==> config.mk <==
export PLATFORM = sky130hd
export DESIGN_NAME = key_input_conditioner
export DESIGN_NICKNAME = d
export VERILOG_FILES = /design/src/rtl/key_input_conditioner.sv
export SDC_FILE = /design/constraint.sdc
export NUM_CORES = 1
export LEC_CHECK = 0
export BUFFER_PORTS_ARGS = -buffer_cell sky130_fd_sc_hd__buf_2
export CORE_UTILIZATION = 35
export CTS_CLUSTER_DIAMETER = 50
export DETAILED_ROUTE_END_ITERATION = 16
export GPL_TIMING_DRIVEN = 1
export PLACE_DENSITY = 0.54
export SETUP_SLACK_MARGIN = 0.4
export SYNTH_ARGS = -nofsm -noshare
export SYNTH_HDL_FRONTEND = slang
export SYNTH_SLANG_ARGS = --single-unit
==> constraint.sdc <==
create_clock -name clk -period 3.8 [get_ports clk]
set_input_delay 0.95 -clock clk [delete_from_list [all_inputs] [get_ports clk]]
set_output_delay 0.95 -clock clk [all_outputs]
set_load 0.01 [all_outputs]
==> src/rtl/key_input_conditioner.sv <==
// Conditions ten raw key levels into a settled chord vector with press/release strobes.
// Each bit is synchronised and debounced; the vector is published atomically after a settle time.
module key_input_conditioner #(
  parameter int DEBOUNCE_CYCLES = 2_000_000,
  parameter int SETTLE_CYCLES   = 500_000,
  parameter int CNT_W           = 21
) (
  input  logic       clk,
  input  logic       rst,
  input  logic [9:0] raw_keys,
  output logic [9:0] pin_out,
  output logic       press_pulse,
  output logic       release_pulse,
  output logic       any_key
);

  localparam int N = 10;
  localparam logic [CNT_W-1:0] DEB_LAST = CNT_W'(DEBOUNCE_CYCLES - 1);
  // The capture edge is the first held cycle, so scnt lags the held-cycle count by one.
  localparam logic [CNT_W-1:0] SET_LAST = CNT_W'(SETTLE_CYCLES - 2);

  typedef enum logic {IDLE, SETTLING} state_t;

  logic [N-1:0] sync1_reg;
  logic [N-1:0] sync2_reg;
  logic [N-1:0] deb;

  always_ff @(posedge clk or negedge rst) begin
    if (!rst) begin
      sync1_reg <= '0;
      sync2_reg <= '0;
    end else begin
      sync1_reg <= raw_keys;
      sync2_reg <= sync1_reg;
    end
  end

  generate
    for (genvar gi = 0; gi < N; gi++) begin : g_deb
      logic [CNT_W-1:0] cnt_reg;
      logic             deb_reg;

      always_ff @(posedge clk or negedge rst) begin
        if (!rst) begin
          cnt_reg <= '0;
          deb_reg <= 1'b0;
        end else if (sync2_reg[gi] == deb_reg) begin
          cnt_reg <= '0;
        end else if (cnt_reg == DEB_LAST) begin
          deb_reg <= ~deb_reg;
          cnt_reg <= '0;
        end else begin
          cnt_reg <= cnt_reg + 1'b1;
        end
      end

      assign deb[gi] = deb_reg;
    end
  endgenerate

  state_t           state_reg, state_next;
  logic [N-1:0]     cand_reg, cand_next;
  logic [CNT_W-1:0] scnt_reg, scnt_next;
  logic             publish;
  logic [N-1:0]     pin_next;
  logic             press_next;
  logic             release_next;
  logic             any_next;

  always_ff @(posedge clk or negedge rst) begin
    if (!rst) begin
      state_reg     <= IDLE;
      cand_reg      <= '0;
      scnt_reg      <= '0;
      pin_out       <= '0;
      press_pulse   <= 1'b0;
      release_pulse <= 1'b0;
      any_key       <= 1'b0;
    end else begin
      state_reg     <= state_next;
      cand_reg      <= cand_next;
      scnt_reg      <= scnt_next;
      pin_out       <= pin_next;
      press_pulse   <= press_next;
      release_pulse <= release_next;
      any_key       <= any_next;
    end
  end

  always_comb begin
    state_next = state_reg;
    cand_next  = cand_reg;
    scnt_next  = scnt_reg;
    publish    = 1'b0;
    case (state_reg)
      IDLE: begin
        if (deb != pin_out) begin
          cand_next  = deb;
          scnt_next  = '0;
          state_next = SETTLING;
        end
      end
      SETTLING: begin
        if (deb == pin_out) begin
          state_next = IDLE;
        end else if (deb != cand_reg) begin
          cand_next = deb;
          scnt_next = '0;
        end else if (scnt_reg == SET_LAST) begin
          publish    = 1'b1;
          scnt_next  = '0;
          state_next = IDLE;
        end else begin
          scnt_next = scnt_reg + 1'b1;
        end
      end
      default: state_next = IDLE;
    endcase
  end

  always_comb begin
    pin_next     = publish ? cand_reg : pin_out;
    press_next   = publish && (cand_reg != '0);
    release_next = publish && (cand_reg == '0);
    any_next     = |pin_next;
  end

endmodule

==> reports/metrics.csv, run 1 <==
metric,value,unit
status,finished clean,
vias per cell,4.89,
number of synthesized flops with an enable pin,0,
Logic pwr share,2.4,%
Critical Path Fanout Max,15,
"flops & latches, synth",285,
GR Overflow Total,0,
yosys warns,0,
CP max stage cell,or4_1,
post-DP HPWL,17100,um
R2R Path Start,scnt_reg[6]$_DFFE_PN0P_,
CTS Buf Count,38,
CP Capture Type,flop,
utilization after layout,41.1,%
Final GP Congestion,0.769,
diode count,0,
clk_skew,21.0,ps
maximum capacitance violations,0,
Slowest Stage Delay on Critical Path,550,ps
Placement Rows,71,
R2R cell count,5,
largest cells by area after synthesis,"dfrtp_1, xor2_1, nor2_1, xnor2_1, nand3_1",
first-pass GRT wire length,46300,um
gr usage total,14.2,%
synth cell count leaders,"dfrtp_1, nor2_1, xor2_1",
post-synthesis cell type count,46,
max-slew violation count,0,
Multi-input gate area,6060,um2
CP Data Required Time,4200,ps
Critical Path Start Type,flop,
Clk pwr share,53.7,%
Vias,9302,
DRC,0,
Hold Startpoint,sync1_reg[4]$_DFF_PN0_,
Int Power,0.00558,W
Fin. Hold Viols,0,
Die W,198,um
Syn Nets,1351,
Syn Area/Cell,10.1,um2
DR iter-0 viols,528,
dominant cell type by area after synthesis,dfrtp_1,
clock-pin slew on the worst setup and hold paths,60,ps
"Seq/Total Area, Yosys",53.0,%
worst r2r dst,pin_out[9]$_DFF_PN0_,
clock sinks,285,
Clock Tree Buf Depth,3,
NetSw,0.00149,W
fin crit share,63.7,%
Yosys top cell area share,53.0,%
final WL,26000,um
Hold Crit Depth,0,
leakage,6.65,nW
Final ANT Viol Nets,0,
H-tree depth,2,
pin slew with the least headroom to its limit,863,ps
initial core utilization,35.6,%
post_cts resized,0,
"Top FF cell, synth",dfrtp_1,
Setup CP Type,reg -> reg,
Fill cells,3690,
sequential share of power,44.0,%
CTS tree,done,
number of port buffers,24,
setup TNS,0,ps
PwrDens,456,nW/um2
proportion of layout cells with a drive suffix above 1,10.3,%
Post-CTS Repair Setup Buffers,0,
CTS Hold Bufs,0,
Sw Ratio,21.1,%
Hold Crit Class,reg -> reg,
most common cell in the netlist,dfrtp_1,
unrepaired setup endpoints after global routing,no,
VDD IR-drop max,0.311,mV
Largest register FFs,210,
post-detailed-route wirelength per cell,13.6,um
Storage cell area,7130,um2
Slew HR,41.9,%
initial antenna violation count,0,
Die Y,198,um
min Tclk post-route,2420,ps
Worst Path Arrival,2820,ps
CORE AREA,37800,um2
CP cell instances,"or4_1, nor3_2, nand4_2, nand3b_4, mux2_4",
area grow syn2layout,15.5,%
hold path endpoint,sync2_reg[4]$_DFF_PN0_,
pin count of the biggest net entering global routing,95,
Die Area,39200,um2
fin nets,1390,
async set or reset register ratio after synthesis,100,%
vias in the first global route,9448,
Mapped Cells,1327,
I/O pins,25,
Max Clock Freq,413,MHz
clk_lat worst skew,520,ps
"reg-to-reg slack, setup",1380,ps
final setup fails,0,
number of iterations in the first detailed-routing pass,4,
Synth Cell Area,13400,um2
CTS root buffer,clkbuf_16,
how the worst max path moves through the flow:
stage | end | start | slack (ps) | depth (start not counted)
detailed placement | g_deb[2].cnt_reg[17]$_DFF_PN0_ | g_deb[2].cnt_reg[16]$_DFF_PN0_ | 1360 | 5
CTS | g_deb[2].cnt_reg[17]$_DFF_PN0_ | g_deb[2].cnt_reg[16]$_DFF_PN0_ | 1370 | 5
floorplan | pin_out[0]$_DFF_PN0_ | scnt_reg[6]$_DFFE_PN0P_ | 1810 | 6
global route | g_deb[2].cnt_reg[17]$_DFF_PN0_ | g_deb[2].cnt_reg[16]$_DFF_PN0_ | 1170 | 5
global placement | pin_out[4]$_DFF_PN0_ | scnt_reg[6]$_DFFE_PN0P_ | 1400 | 5
finish | pin_out[9]$_DFF_PN0_ | scnt_reg[6]$_DFFE_PN0P_ | 1380 | 5
power groups by stage:
stage	logic, W	registers, W	clock network, W
floorplan	0.0000828	0.00315	0
global placement	0.000177	0.00316	0
detailed placement	0.000178	0.00316	0
CTS	0.000179	0.00311	0.00392
global route	0.000203	0.00311	0.00404
finish	0.000168	0.00311	0.00380
cells by family after synthesis:
kind of cell,count (synthesis),synth area share (%)
AO/OA/AOI/OAI,43,2.29
XOR/XNOR,218,14.2
adder cells (fa/ha/maj),12,1.12
buffers and inverters,61,1.87
flip-flops,285,53.0
multiplexers,27,2.54
AND/OR/NAND/NOR,681,24.9
per-stage QoR:
step           instance area [um2]  setup WS, ps  total power, W  std cells  hold WS [ps]
6_report                     15500          1380         0.00707       1903           353
5_1_grt                      15500          1170         0.00735       1903           365
4_1_cts                      15500          1370         0.00721       1903           355
3_5_place_dp                 14200          1360         0.00334       1837           338
3_3_place_gp                 14200          1400         0.00334       1837           335
2_1_floorplan                13400          1810         0.00324       1327           331
routing by layer:
layer / GRT usage, % / part of all wire (%)
met5: 0 / 0
met4: 4.19 / 2.1
met3: 3.07 / 3.9
met2: 22.2 / 45
met1: 19.7 / 49
final cells by class:
type	count	share of cell area [%]
clock buffers	52	7.18
clock inverters	14	1.58
inverters	28	0.677
multi-input cells	981	39.0
flip-flops and latches	285	45.9
well taps	511	4.12
repair buffers	32	1.47
placed cells by master, fill, tap and decap left out, types with 15 or more instances in the layout:
cell,instances
and3_1,19
clkbuf_16,39
nor2_1,259
nand2_1,103
xor2_1,125
xnor2_1,93
buf_2,23
dfrtp_1,285
nand3_1,91
and4_1,17
nor4_1,41
mux2_2,17
inv_1,28
nand4_1,59
nor3_1,23
or2_2,15
worst max-delay path, delay by kind of cell (launching register included):
| kind | cells | cell delay [ps] |
|---|---|---|
| flip-flops | 1 | 430 |
| multiplexers | 1 | 370 |
| AND/OR/NAND/NOR | 4 | 1500 |
Note: power is estimated with default switching activity, not from simulation.
==> inputs of run 2 (changes only) <==
- PLACE_DENSITY: 0.54 -> 0.55
- clock period: 3.8 -> 2.15 ns (I/O delays scaled with it)
==> reports/metrics.csv, run 2 (same netlist as run 1, synthesis figures left out) <==
metric,value,unit,change
pin slew with the least headroom to its limit,534,ps,-329 ps
Worst Path Arrival,2390,ps,-430 ps
final WL,30200,um,+16%
post-DP HPWL,17900,um,+4.7%
Placed Cells,1880,,+2.3%
Multi-input gate area,7340,um2,+21%
R2R cell count,5,,unchanged
min Tclk post-route,1980,ps,-443 ps
Slew HR,64.1,%,+22 points
Critical Path Start Type,flop,,
Setup CP Type,reg -> reg,,
VDD IR-drop max,0.566,mV,+82%
Fill cells,3387,,-8.2%
initial core utilization,35.6,%,unchanged
maximum capacitance violations,0,,unchanged
pin count of the biggest net entering global routing,62,,-35%
fin crit share,92.0,%,+28 points
DRC,0,,unchanged
I/O pins,25,,unchanged
Max Clock Freq,506,MHz,+22%
initial antenna violation count,1,,+1
first-pass GRT wire length,49000,um,+5.8%
CTS root buffer,clkbuf_16,,
vias per cell,4.95,,+1.2%
gr usage total,15.3,%,+1.0 points
PwrDens,675,nW/um2,+48%
proportion of layout cells with a drive suffix above 1,31.6,%,+21 points
max-slew violation count,0,,unchanged
Hold Crit Class,in -> reg,,
Storage cell area,7160,um2,+0.42%
GR Overflow Total,0,,unchanged
final setup fails,0,,unchanged
Die W,198,um,unchanged
unrepaired setup endpoints after global routing,yes,,
CTS tree,done,,
"most common cell after layout, fill and taps aside",dfrtp_1,,
DR iter-0 viols,480,,-9.1%
post-route cell area,18100,um2,+16%
area grow syn2layout,34.5,%,
Die Y,198,um,unchanged
Final GP Congestion,0.781,,+1.6%
CTS Buf Count,38,,unchanged
status,finished clean,,
Placement Rows,71,,unchanged
Fin. Hold Viols,0,,unchanged
fin nets,1539,,+11%
CORE AREA,37800,um2,unchanged
vias in the first global route,9795,,+3.7%
setup TNS,0,ps,unchanged
clock sinks,285,,unchanged
Hold Crit Depth,1,,+1
"reg-to-reg slack, setup",170,ps,-1210 ps
Vias,10200,,+9.2%
diode count,0,,unchanged
CP Capture Type,flop,,
clk_skew,12.7,ps,-8.30 ps
number of iterations in the first detailed-routing pass,5,,+1
CP Data Required Time,2570,ps,-1630 ps
clock-pin slew on the worst setup and hold paths,60,ps,about the same
Die Area,39200,um2,unchanged
Final ANT Viol Nets,0,,unchanged
Critical Path Fanout Max,6,,-9
post-detailed-route wirelength per cell,14.7,um,+7.9%
Layout Cells excl Fill,2053,,+7.9%
number of port buffers,24,,unchanged
leakage,7.65,nW,+15%
Clock Tree Buf Depth,3,,unchanged
Largest register FFs,210,,unchanged
Power Total,0.0122,W,+72%
clk_lat worst skew,540,ps,+20 ps
placed instance area,14600,um2,+3.1%
most frequent cells in the layout,"dfrtp_1, nor2_1, xor2_1",,
H-tree depth,2,,unchanged
-- run 2: area by class of cell --
cell class | count | share of cell area (%)
Timing Repair Buffer | 169 | 8.73
Sequential cell | 285 | 39.6
Clock inverter | 18 | 0.858
Inverter | 28 | 0.595
Tap cell | 511 | 3.54
Clock buffer | 49 | 6.06
Multi-Input combinational cell | 993 | 40.6
-- run 2: power by group --
group	switching [W]	internal [W]	leakage, nW	total [W]
Sequential	0.0000700	0.00543	3.87	0.00550
Clock	0.00248	0.00375	0.606	0.00623
Combinational	0.000286	0.000185	3.17	0.000470
-- run 2: critical path: stages, from the launching register on --
cell and delay [ps]:
dfrtp_1 380, or4_4 550, nor3_4 160, nand4_4 150
nand3b_4 280, mux2_4 340
-- run 2: worst paths after layout --
path,startpoint,to
min reg2reg,sync1_reg[9]$_DFF_PN0_,sync2_reg[9]$_DFF_PN0_
min in group asynchronous,rst,g_deb[7].cnt_reg[2]$_DFF_PN0_
max reg2reg,scnt_reg[6]$_DFFE_PN0P_,pin_out[7]$_DFF_PN0_
max,scnt_reg[6]$_DFFE_PN0P_,pin_out[7]$_DFF_PN0_
min,raw_keys[8],sync1_reg[8]$_DFF_PN0_
max in group asynchronous,rst,g_deb[0].cnt_reg[2]$_DFF_PN0_
-- run 2: layer usage --
metal	up-vias	part of all wire (%)	global-route usage (%)
met4	2	2.5	5.11
met2	132	47	24.0
met5	-	0.043	0
met1	5018	47	20.7
met3	59	3.5	3.42
li1	4944	-	-
-- run 2: what timing repair did --
item | 4_1_cts | 5_1_grt
resized for setup | 78 | 241
endpoints found under the setup margin | 247 | 254
setup buffers | 29 | 53
pin swaps | 52 | 103
endpoints found under the hold margin | 42 | 0
cloned | 13 | 10
hold buffers | 1 | 0
-- run 2: metrics by stage --
stage | utilization (%) | hold WS [ps] | worst slack [ps]
3_3_place_gp | 38.7 | 334 | 41.4
4_1_cts | 43.7 | 69.0 | 190
5_1_grt | 47.9 | 80.1 | 102
3_5_place_dp | 38.7 | 335 | 85.2
6_report | 47.9 | 103 | 173
2_1_floorplan | - | 242 | 165
